===== src/rtl/pc_stack_unit.sv =====
// pc_stack_unit
// -----------------------------------------------------------------------------
// Program counter with an integrated return-address stack (RAS) and an
// interrupt vector load. It sits in the fetch path and drives the
// instruction-memory address. CALL, RET and interrupt entry each complete in
// one cycle without any data-memory stack traffic.
//
// One action per cycle, by priority:
//   RST > (STALL) > INTR > RET > CALL > PC_LD > PC_INC > hold
// Lower-priority requests in the same cycle are dropped, not queued.
// Requests are plain level strobes sampled on each rising CLK edge. There is
// no valid/ready handshake: the unit always accepts the winning request.
//
// Optional build macro:
//   PC_STACK_STALL_EN : adds input STALL. When STALL=1 (and RST=0) all state
//                       holds and every request in that cycle is discarded.
//
// Ports:
//   CLK        in   rising-edge clock
//   RST        in   synchronous active-high reset
//   STALL      in   freeze (only with PC_STACK_STALL_EN)
//   DIN        in   branch / call target
//   PC_LD      in   load DIN
//   PC_INC     in   increment PC
//   CALL       in   push PC_COUNT+1, load DIN
//   RET        in   pop top of stack into PC
//   INTR       in   push PC_COUNT, load INTR_VEC
//   PC_COUNT   out  current PC
//   SP_DEPTH   out  number of valid stack entries
//   STK_FULL   out  SP_DEPTH == STACK_DEPTH
//   STK_EMPTY  out  SP_DEPTH == 0
//   STK_ERR    out  sticky overflow/underflow flag, cleared only by RST
// -----------------------------------------------------------------------------
module pc_stack_unit #(
  parameter int                ADDR_W      = 10,
  parameter int                STACK_DEPTH = 8,
  parameter logic [ADDR_W-1:0] RESET_VEC   = '0,
  parameter logic [ADDR_W-1:0] INTR_VEC    = '1,
  localparam int               SP_W        = $clog2(STACK_DEPTH + 1)
) (
  input  logic              CLK,
  input  logic              RST,
`ifdef PC_STACK_STALL_EN
  input  logic              STALL,
`endif
  input  logic [ADDR_W-1:0] DIN,
  input  logic              PC_LD,
  input  logic              PC_INC,
  input  logic              CALL,
  input  logic              RET,
  input  logic              INTR,
  output logic [ADDR_W-1:0] PC_COUNT,
  output logic [SP_W-1:0]   SP_DEPTH,
  output logic              STK_FULL,
  output logic              STK_EMPTY,
  output logic              STK_ERR
);

  localparam int IDX_W = $clog2(STACK_DEPTH);

  logic [ADDR_W-1:0] pc_q, pc_nxt, pc_plus1;
  logic [SP_W-1:0]   sp_q, sp_nxt, sp_dec;
  logic              err_q, err_nxt;
  logic              full, empty, stall;
  logic              wr_en;
  logic [ADDR_W-1:0] wr_data;
  logic [IDX_W-1:0]  wr_idx, rd_idx;

  logic [ADDR_W-1:0] stack_mem [STACK_DEPTH];

`ifdef PC_STACK_STALL_EN
  assign stall = STALL;
`else
  assign stall = 1'b0;
`endif

  assign full     = (sp_q == SP_W'(STACK_DEPTH));
  assign empty    = (sp_q == '0);
  assign pc_plus1 = pc_q + ADDR_W'(1);  // wraps all-ones to zero silently
  assign sp_dec   = sp_q - SP_W'(1);

  // Pushes only happen when not full, so sp_q < STACK_DEPTH fits IDX_W bits;
  // pops only happen when not empty, so sp_q-1 fits as well.
  assign wr_idx = sp_q[IDX_W-1:0];
  assign rd_idx = sp_dec[IDX_W-1:0];

  always_comb begin
    pc_nxt  = pc_q;
    sp_nxt  = sp_q;
    err_nxt = err_q;
    wr_en   = 1'b0;
    wr_data = '0;
    if (!stall) begin
      if (INTR) begin
        pc_nxt = INTR_VEC;
        if (full) begin
          err_nxt = 1'b1;          // overflow: push dropped, vector still taken
        end else begin
          wr_en   = 1'b1;
          wr_data = pc_q;          // resume at the interrupted instruction
          sp_nxt  = sp_q + SP_W'(1);
        end
      end else if (RET) begin
        if (empty) begin
          err_nxt = 1'b1;          // underflow: PC holds
        end else begin
          pc_nxt = stack_mem[rd_idx];
          sp_nxt = sp_dec;
        end
      end else if (CALL) begin
        pc_nxt = DIN;
        if (full) begin
          err_nxt = 1'b1;
        end else begin
          wr_en   = 1'b1;
          wr_data = pc_plus1;      // return to the instruction after the call
          sp_nxt  = sp_q + SP_W'(1);
        end
      end else if (PC_LD) begin
        pc_nxt = DIN;
      end else if (PC_INC) begin
        pc_nxt = pc_plus1;
      end
    end
  end

  always_ff @(posedge CLK) begin
    if (RST) begin
      pc_q  <= RESET_VEC;
      sp_q  <= '0;
      err_q <= 1'b0;
    end else begin
      pc_q  <= pc_nxt;
      sp_q  <= sp_nxt;
      err_q <= err_nxt;
    end
  end

  // Stack storage has no reset; synchronous write, asynchronous read.
  always_ff @(posedge CLK) begin
    if (wr_en && !RST) begin
      stack_mem[wr_idx] <= wr_data;
    end
  end

  assign PC_COUNT  = pc_q;
  assign SP_DEPTH  = sp_q;
  assign STK_FULL  = full;
  assign STK_EMPTY = empty;
  assign STK_ERR   = err_q;

endmodule


===== config.mk =====
export PLATFORM = sky130hd
export DESIGN_NAME = pc_stack_unit
export DESIGN_NICKNAME = d
export VERILOG_FILES = /design/src/rtl/pc_stack_unit.sv
export SDC_FILE = /design/constraint.sdc
export NUM_CORES = 1
export LEC_CHECK = 0
export ABC_CLOCK_PERIOD_IN_PS = 2740
export BUFFER_PORTS_ARGS = -buffer_cell sky130_fd_sc_hd__buf_4
export CORE_ASPECT_RATIO = 0.8
export CORE_MARGIN = 2
export CORE_UTILIZATION = 45
export DETAILED_ROUTE_END_ITERATION = 8
export HOLD_SLACK_MARGIN = 0.03
export SYNTH_ARGS = -nofsm -noshare
export SYNTH_HDL_FRONTEND = slang
export SYNTH_SLANG_ARGS = --single-unit

===== constraint.sdc =====
create_clock -name CLK -period 2.74 [get_ports CLK]
set_clock_uncertainty 0.15 [all_clocks]
set_input_delay 0.137 -clock CLK [delete_from_list [all_inputs] [get_ports CLK]]
set_output_delay 0.137 -clock CLK [all_outputs]
set_load 0.03 [all_outputs]

* After elaboration in Yosys (flattened, before gate mapping) *
Memory sizes are Yosys's and may differ from the RTL's.
Cells that the tools add are included.

storage, ports and cells
  input port bits = 17
  output and inout bits = 17
  word-level logic and storage cells = 45
  memories kept = 1
  memory bits (writable) = 80
  bits in registers = 15

memory list
  name       depth  width  read ports  clocked after memory_dff  wr ports  line  text
  stack_mem  8      10     1           0                         1         69    logic [ADDR_W-1:0] stack_mem [STACK_DEPTH];

cells by class
  muxes and demuxes = 27
  add/subtract/negate cells = 3
  equality and inequality tests = 3
  reductions and logical operators = 8

operator list
  kind                                                                      count
  10-bit 2-to-1 mux                                                         11
  4-bit 2-to-1 mux                                                          5
  1-bit 2-to-1 mux                                                          11
  10-bit by 1-bit adder with 10-bit output (second input constant)          1
  2-bit AND reduction                                                       3
  5-bit nonzero test                                                        1
  4-bit by 1-bit adder with 4-bit output (second input constant)            1
  4-bit equality test (second input constant)                               1
  4-bit zero test                                                           1
  4-bit by 1-bit subtractor with 4-bit output (second input constant)       1
  3-bit by 1-bit inequality test with 1-bit output (second input constant)  1
  3-bit inequality test (second input constant)                             1
  3-bit nonzero test                                                        1
  1-bit logical AND                                                         1
  1-bit zero test                                                           1

* Logic depth before layout (Yosys ltp) *
Gate-level depths: netlist (run 1).

  word-level depth = 8
  depth in mapped cells = 12
  depth with buffers taken out = 7

* Least setup slack after synthesis (run 1) *
No wires, ideal clock.

  kind = reg2reg
  start = register sp_q[0], in the netlist SP_DEPTH[0]
  end = memory stack_mem[0][0], enable pin
  slack = -0.294 ns
  stages on the path, launching flop included = 11
  arrival time = 2.494 ns
  path buffers = 4
  path through = dfxtp_1 > buf_6 > buf_6 > inv_1 > ha_1 > buf_6 > and3b_1 > buf_6 > nor2_1 > nand2_1 > nor3_1

between the ends
  cells in the longest elaborated chain, start to end = 8

ends and longest elaborated chain
  item                                      line     text
  start: declaration                        62       logic [SP_W-1:0] sp_q, sp_nxt, sp_dec;
  start signal: assignment                  134      sp_q <= sp_nxt;
  4-bit equality test *                     77       assign full = (sp_q == SP_W'(STACK_DEPTH));
  via STK_FULL                              54       output logic STK_FULL,
  1-bit 2-to-1 mux *                        96, 112
  1-bit 2-to-1 mux                          110      end else if (CALL) begin
  1-bit 2-to-1 mux                          103      end else if (RET) begin
  1-bit 2-to-1 mux *                        94       if (INTR) begin
  1-bit logical AND *                       141      if (wr_en && !RST) begin
  1-bit 2-to-1 mux *                        141
  1-bit 2-to-1 mux (not written as such) *  142      stack_mem[wr_idx] <= wr_data;
  end: declaration                          69

Mark *: on every way through the listed nets, which the timed path passes. The rest lies on a longest branch.

* Worst setup path in the final report (run 1) *
  start = register sp_q[0], in the netlist SP_DEPTH[0]
  end = memory stack_mem[6][5], data pin

between the ends
  cells in the longest elaborated chain, start to end = 5

ends and longest elaborated chain
  item                   line  text
  4-bit equality test *  77
  10-bit 2-to-1 mux      112   if (full) begin
  10-bit 2-to-1 mux      110
  10-bit 2-to-1 mux      103
  10-bit 2-to-1 mux *    94
  via wr_data[5]         66    logic [ADDR_W-1:0] wr_data;

Marks and branches as above.

==> impl_metrics.yaml, run 1 <==
yosys:
  syn_inst: 353
  yosys_warnings: 0
  synth.most_common_cell: "edfxtp_1"
  yosys.area.top_type: "edfxtp_1"
  synth_top_area_share_pct: 53.2
  synth_nets: 373
  synth_edf_count: 80
  netlist_area_um2: 4520
  ys_ff_latch: 95
  yosys-top-cells-area: "edfxtp_1 (53%), dfxtp_1 (6.6%), mux2i_1 (4.2%)"
  yosysUniqueCellTypes: 49
  synthArstFlopShare_pct: 0
  synth_flop_cell: "edfxtp_1"
  ys_seq_area_share_pct: 59.8
  synth_common_cells: "edfxtp_1 (80), nand2_1 (42), nor2_1 (41), mux2i_1 (19), dfxtp_1 (15)"
  avgSynthCellArea_um2: 12.8
cts:
  clk_path_buf_depth: 2
  clock-root-buffer: "clkbuf_16"
  clk_pin_slew_ns: 0.07
  h-tree-depth: 3
  clock_sinks: 95
  clock_latency_ns: 0.34
  cts_made_buffers: 9
  cts_tree: "built"
  post_cts_buffers: 0
power_and_ir_drop:
  power_density_nw_per_um2: 827
  p_leak_nw: 1.90
  ir_drop_mv: 0.430
  power_mw: 4.37
drt:
  drc: 0
  vias: 3042
  wl_per_cell_um: 19.6
  drt_iter0_drc: 231
  wl_um: 10500
  vias_per_cell: 5.68
  ant_nets: 0
  firstDrtPassIters: 4
cells_and_area:
  n_antenna_cell: 0
  syn2layout_area_growth_pct: 16.9
  fin_area_um2: 5280
  final_util_pct: 54.5
  fin_nets: 416
  instances_no_fill: 536
  drive_above_1_share_pct: 22.8
sta:
  tightest_slew_ns: 0.938
  setup_ws_ns: 0.162
  setup_viol: 0
  drv_slew: 0
  whs_ns: 0.103
  fin_setup_tns_ns: 0
  rsz0062_at_grt: "false"
  hold_viol: 0
  final.period_utilization_pct: 94.1
  period_needed_ns: 2.58
  relSlewSlack_pct: 36.8
  fmax_ghz: 0.388
setup_path:
  cp_max_fo: 8
  critPathSlowestCell: "o21ai_0"
  cp.required_ns: 2.60
  cp_data_arrival_time_ns: 2.44
  crit_path_max_incr_delay_ns: 0.75
  crit_chain: "inv_1, ha_1, and3b_1, nor3_2, nand2_1, o21ai_0"
  path_class: "flop to flop"
  start_kind: "flop"
  endpoint_kind: "flop"
  cp_num_buf_inv: 1
  crit_family: "simple AND/OR/NAND/NOR gates"
placed_design:
  portBuffers: 33
  dpl-instance-area_um2: 4960
  pre_cts_ws_ns: 0.315
  dp_hpwl_um: 7140
  dpl.cell_count: 520
  gp_congestion: 0.855
worst_hold_path:
  hp-class: "input pin to flop"
die:
  dieArea_um2: 10900
  fp.dieW_um: 116
  die_y_um: 93.6
  core_area_um2: 9690
  rows: 32
  ioPinCount: 34
  start_util_pct: 46.6
grt:
  antenna_found_initial: 0
  grt_overflow: 0
  grt_max_degree: 30
  grt_first_pass_wirelength_um: 16300
  track_usage_pct: 20.6
  grt_pass1_vias: 2924
job:
  drv_cap: 0
run_status:
  status: "complete, no violations"
-- state kept, by name (all words and copies together), names as in the netlist --
register,flops
PC_COUNT,10
stack_mem,80
SP_DEPTH,4
STK_ERR,1
-- power by group --
part	internal, mW	leakage [nW]	total [mW]	switching, mW
registers	1.70	0.863	1.79	0.0833
logic	0.516	0.890	1.27	0.754
clock network	0.793	0.149	1.31	0.519
total	3.01	1.90	4.37	1.36
-- cell type report --
class	count	area [um^2]
fill	846	4410
clock buffer	9	225
tap	136	170
inverter	3	11.3
sequential	95	2700
multi-input combinational	234	1670
timing repair buffer	53	413
clock inverter	6	85.1
-- cells by family after synthesis --
kind of cell / synth area share, %
AOI/OAI and AO/OA: 8.01
xor gates and xnor gates: 2.55
adders and majority gates: 0.831
buffers and inverters: 3.57
DFF: 59.8
muxes: 10.9
and+or+nand+nor: 14.3
-- worst reg2reg max path, cell delays in order, from the launching register on --
cell and delay, ns:
dfxtp_2 0.33, inv_1 0.06, ha_1 0.20, and3b_1 0.28, nor3_2 0.38, nand2_1 0.10, o21ai_0 0.75
-- placed cells by master (no fill, tap or decap), types with 2 or more instances in the layout --
cell type,count
nand2_1,42
edfxtp_1,80
nor3_1,5
and3_4,2
bufinv_16,2
a211oi_1,3
or2_2,2
nor2b_1,2
inv_1,3
nor2_1,41
buf_4,51
nand3_1,9
o31ai_2,3
o21ai_2,3
a22oi_1,4
and3_1,2
a21oi_1,14
xnor2_1,5
ha_1,3
nand2b_1,7
dfxtp_1,14
or4_1,2
o21ai_0,7
mux4_1,5
o211ai_1,2
nor3_2,2
nand4_1,5
mux4_2,7
nor4_1,5
mux2i_1,19
clkbuf_16,9
xor2_1,5
o21ai_1,8
a311oi_1,6
-- final timing paths --
kind	cells after the start	from	slack [ns]	endpoint
setup / recovery	6	SP_DEPTH[0]	0.16	stack_mem[6][5]
setup reg to reg	6	SP_DEPTH[0]	0.16	stack_mem[6][5]
hold / removal	5	DIN[7]	0.10	PC_COUNT[7]
hold reg to reg	2	SP_DEPTH[1]	0.37	SP_DEPTH[1]
-- layer usage --
| layer | up-vias | GRT usage (%) | share of wire [%] |
|---|---|---|---|
| met5 | - | 0 | 0 |
| met4 | 0 | 6.85 | 1.7 |
| met3 | 15 | 4.47 | 4.7 |
| met2 | 86 | 31.0 | 47 |
| met1 | 1530 | 29.9 | 47 |
| li1 | 1411 | - | - |
-- repair_timing --
action,in CTS,in global routing
hold endpoints to repair,15,0
gates resized for setup,0,0
hold buffers,1,0
No activity file was read; power rests on OpenSTA's default activity.
==> run 2: changes to the inputs <==
BUFFER_PORTS_ARGS = not set   (was -buffer_cell sky130_fd_sc_hd__buf_4)
CORE_MARGIN = not set   (was 2)
DONT_BUFFER_PORTS = 1   (was not set)
==> run 2 against run 1 <==
Compared with the run above:
- register-to-register slack improved by 0.23 ns
- wire length fell by 1.4%
- hold slack got worse by 0.060 ns
- first-iteration DRC count fell by 34%
- sequential share of layout area rose by 1.4 points
- clock power fell by 8%
- global-route usage rose by 1.0 points
- via count fell by 2.5%
==> impl_metrics.yaml, run 2 (synthesis results as in run 1) <==
placed_design:
  pre_cts_ws_ns: 0.427
  dpl-instance-area_um2: 4770
  portBuffers: 0
  dpl.cell_count: 496
  gp_congestion: 0.827
  dp_hpwl_um: 7050
grt:
  grt_overflow: 0
  grt_pass1_vias: 2955
  grt_max_degree: 28
  grt_first_pass_wirelength_um: 16600
  antenna_found_initial: 0
  track_usage_pct: 21.7
cells_and_area:
  final_common_cell: "edfxtp_1"
  n_antenna_cell: 0
  fin_area_um2: 5140
  instances_no_fill: 520
  syn2layout_area_growth_pct: 13.8
  fin_nets: 399
  largest_register: "stack_mem"
  drive_above_1_share_pct: 18.0
  final_util_pct: 53.0
  largest_reg_flops: 80
  layout_common_cells: "edfxtp_1 (80), nand2_1 (42), nor2_1 (41)"
cts:
  ctsResizeCount: 0
  clock-root-buffer: "clkbuf_16"
  cts_made_buffers: 9
  h-tree-depth: 3
  clock_latency_ns: 0.35
  hold_buffers: 8
  cts_tree: "built"
  clk_pin_slew_ns: 0.07
  post_cts_buffers: 0
  clock_sinks: 95
  clk_path_buf_depth: 2
sta:
  period_needed_ns: 2.35
  whs_ns: 0.0429
  hold_viol: 0
  fin_setup_tns_ns: 0
  setup_viol: 0
  setup_ws_ns: 0.388
  fmax_ghz: 0.425
  final.period_utilization_pct: 85.8
  relSlewSlack_pct: 42.2
  tightest_slew_ns: 0.864
  drv_slew: 0
  rsz0062_at_grt: "false"
die:
  die_y_um: 91.6
  core_area_um2: 9690
  ioPinCount: 34
  fp.dieW_um: 114
  dieArea_um2: 10400
  start_util_pct: 46.6
  rows: 32
setup_path:
  cp.required_ns: 2.85
  endpoint_kind: "flop"
  path_class: "flop to flop"
  cp_data_arrival_time_ns: 2.47
  cp_max_fo: 7
  start_kind: "flop"
power_and_ir_drop:
  internal_power_mw: 2.81
  ir_drop_mv: 0.629
  p_seq_share_pct: 42.1
  clockPowerShare_pct: 28.8
  power_mw: 4.21
  comb_power_share_pct: 29.1
  power_density_nw_per_um2: 819
  p_sw_share_pct: 33.3
  p_switching_mw: 1.40
  p_leak_nw: 1.80
job:
  drv_cap: 0
drt:
  firstDrtPassIters: 5
  vias: 2967
  wl_um: 10400
  drc: 0
  wl_per_cell_um: 20.0
  ant_nets: 0
  vias_per_cell: 5.71
  drt_iter0_drc: 153
run_status:
  status: "complete, no violations"
worst_hold_path:
  hp-class: "input pin to flop"
run 2: routing by layer:
metal | routed length (um) | vias to the layer above | GRT usage [%]
li1 | - | 1385 | -
met1 | 4700 | 1491 | 29.8
met2 | 4940 | 76 | 34.0
met3 | 572 | 15 | 4.76
met4 | 176 | 0 | 7.68
met5 | 0 | - | 0
run 2: power groups by stage:
| stage | Sequential [mW] | Combinational (mW) | Clock (mW) |
|---|---|---|---|
| after global routing | 1.78 | 1.32 | 1.29 |
| after global placement | 1.80 | 1.21 | 0 |
| final | 1.77 | 1.22 | 1.21 |
| after CTS | 1.77 | 1.23 | 1.24 |
| after detailed placement | 1.80 | 1.20 | 0 |
| after floorplan | 1.87 | 0.831 | 0 |
run 2: layout make-up:
class | instances | area (um^2)
Clock buffer | 9 | 225
Clock inverter | 7 | 66.3
Fill cell | 823 | 4550
Inverter | 3 | 11.3
Multi-Input combinational cell | 234 | 1670
Sequential cell | 95 | 2700
Tap cell | 136 | 170
Timing Repair Buffer | 36 | 290
run 2: worst paths after layout:
kind                     from          end  slack (ns)  depth (start not counted)
setup / recovery  PC_COUNT[2]  PC_COUNT[5]        0.39                          6
hold / removal         PC_INC  PC_COUNT[3]        0.04                          3
setup reg to reg  PC_COUNT[2]  PC_COUNT[5]        0.39                          6
hold reg to reg   SP_DEPTH[1]  SP_DEPTH[1]        0.38                          2
run 2: worst max-delay path, stage by stage, from the launching register on:
cell           delay [ns]
dfxtp_1              0.48
and3_4               0.26
and3_4               0.21
xnor2_1              0.06
a211o_1              0.29
dlygate4sd3_1        0.57
a311oi_2             0.24
==> run 3: changes to the inputs <==
ABC_AREA = 1   (was not set)
==> run 3 against run 2 <==
Compared with the run above:
- count of clock-buffer cells in the layout increased by 4
- total power up 2.1%
- sequential share of layout area fell by 0.96 points
- synthesized area barely moved
- critical path depth is 5 higher
- critical endpoint is now PC_COUNT[8]
- largest power group unchanged
==> impl_metrics.yaml, run 3 <==
power_and_ir_drop:
  power_mw: 4.30
  ir_drop_mv: 0.425
  power_density_nw_per_um2: 821
  p_leak_nw: 2.06
sta:
  hold_viol: 0
  setup_viol: 0
  drv_slew: 0
  fin_setup_tns_ns: 0
  period_needed_ns: 2.47
  fmax_ghz: 0.404
  relSlewSlack_pct: 29.5
  final.period_utilization_pct: 90.3
  setup_ws_ns: 0.267
  tightest_slew_ns: 1.05
  rsz0062_at_grt: "false"
drt:
  firstDrtPassIters: 5
  drc: 0
  drt_iter0_drc: 281
  vias_per_cell: 5.28
  vias: 3489
  wl_per_cell_um: 16.9
  ant_nets: 0
  wl_um: 11200
die:
  fp.dieW_um: 114
  ioPinCount: 34
  die_y_um: 91.6
  start_util_pct: 46.6
  core_area_um2: 9690
  rows: 32
  dieArea_um2: 10400
yosys:
  netlist_area_um2: 4520
  synth_top_area_share_pct: 53.2
  yosys.area.top_type: "edfxtp_1"
  synth_edf_count: 80
  synth_nets: 512
  synth.most_common_cell: "nand2_1"
  synth_flop_cell: "edfxtp_1"
  ys_seq_area_share_pct: 59.9
  avgSynthCellArea_um2: 9.18
  synthArstFlopShare_pct: 0
  ys_ff_latch: 95
  yosys-top-cells-area: "edfxtp_1 (53%), nand2_1 (8.1%), nor2_1 (7.6%)"
  synth_common_cells: "nand2_1 (98), nor2_1 (92), edfxtp_1 (80), nand3_1 (47), o21ai_0 (44)"
  syn_inst: 492
  yosysUniqueCellTypes: 31
  yosys_warnings: 0
cts:
  clk_path_buf_depth: 2
  cts_made_buffers: 9
  h-tree-depth: 3
  clock_sinks: 95
  clock_latency_ns: 0.34
  cts_tree: "built"
  clk_pin_slew_ns: 0.07
  clock-root-buffer: "clkbuf_16"
setup_path:
  cp.required_ns: 2.84
  start_kind: "flop"
  endpoint_kind: "flop"
  cp_max_fo: 26
  cp_data_arrival_time_ns: 2.57
  path_class: "flop to flop"
cells_and_area:
  layout_common_cells: "nand2_1 (97), nor2_1 (91), edfxtp_1 (80)"
  fin_area_um2: 5240
  largest_register: "stack_mem"
  fin_nets: 540
  n_antenna_cell: 0
  fillers: 912
  seq_area_um2: 2700
  final_common_cell: "nand2_1"
  multi_input_area_um2: 1610
  final_util_pct: 54.0
  syn2layout_area_growth_pct: 15.9
  drive_above_1_share_pct: 12.2
  largest_reg_flops: 80
placed_design:
  dp_hpwl_um: 7490
  portBuffers: 0
  pre_cts_ws_ns: 0.148
  gp_congestion: 0.892
  dpl-instance-area_um2: 4790
job:
  drv_cap: 0
run_status:
  status: "complete, no violations"
grt:
  grt_max_degree: 46
  track_usage_pct: 23.1
  grt_pass1_vias: 3384
  grt_first_pass_wirelength_um: 17800
  antenna_found_initial: 0
  grt_overflow: 0
worst_hold_path:
  hp-class: "input pin to flop"
==> run 3: cell count changes in the layout (fill, tap and decap cells not counted), moves of 6 or more <==
cell,previous run,this run
a311oi_1,6,0
inv_1,3,31
inv_2,0,11
mux2i_1,19,0
mux4_2,7,0
nand2_1,42,97
nand2b_1,7,0
nand3_1,9,47
nor2_1,41,91
o21ai_0,7,44
==> run 3: cells by family after synthesis <==
logic type	count (synthesis)	synth area share [%]
compound gates	76	8.92
xor+xnor	7	1.69
fa+ha+maj	3	0.831
buf+inv	61	5.60
flops	95	59.9
simple gates	250	23.1
==> run 3: area by class of cell <==
cell class,instances,share of cell area (%)
Sequential cell,95,51.6
Clock buffer,13,4.78
Inverter,42,3.01
Clock inverter,3,0.837
Timing Repair Buffer,36,5.78
Tap cell,136,3.25
Multi-Input combinational cell,336,30.7
==> run 3: metal layers <==
| layer | global-route usage [%] | vias up | share of wire (%) |
|---|---|---|---|
| met3 | 5.61 | 12 | 6.6 |
| li1 | - | 1715 | - |
| met1 | 32.0 | 1655 | 46 |
| met2 | 36.0 | 107 | 47 |
| met5 | 0 | - | 0 |
| met4 | 6.60 | 0 | 1.0 |
==> run 3: metrics by stage <==
| step | hold WS [ns] | instances |
|---|---|---|
| final | 0.0432 | 661 |
| after global routing | 0.0595 | 661 |
| after CTS | 0.0309 | 661 |
| after detailed placement | 0.0595 | 632 |
| after global placement | 0.0579 | 632 |
| after floorplan | 0.0561 | 492 |
==> run 3: critical path, cell delays in order, from the launching register on <==
cell,delay [ns]
dfxtp_1,0.33
inv_1,0.06
ha_1,0.38
buf_4,0.34
nor2_1,0.08
o21ai_0,0.08
nand3_1,0.09
nand3_1,0.11
nand3_1,0.09
dlygate4sd3_1,0.57
nand2_1,0.06
inv_1,0.03
==> run 3: timing repair <==
| item | CTS | global route |
|---|---|---|
| buffers inserted | 0 | 0 |
| hold buffers | 13 | 0 |
| hold endpoints to repair | 15 | 0 |
| resized for setup | 0 | 3 |
| endpoints found under the setup margin | 0 | 11 |
==> run 3: worst paths after layout <==
path | cells past startpoint | from | endpoint | slack [ns]
setup reg to reg | 11 | SP_DEPTH[1] | PC_COUNT[8] | 0.27
hold reg to reg | 2 | PC_COUNT[0] | PC_COUNT[0] | 0.40
setup / recovery | 11 | SP_DEPTH[1] | PC_COUNT[8] | 0.27
hold / removal | 4 | DIN[0] | PC_COUNT[0] | 0.04
==> run 3: power by group <==
group,internal (mW),total (mW),switching (mW)
Sequential,1.71,1.79,0.0756
Combinational,0.387,1.27,0.886
Clock,0.733,1.24,0.503
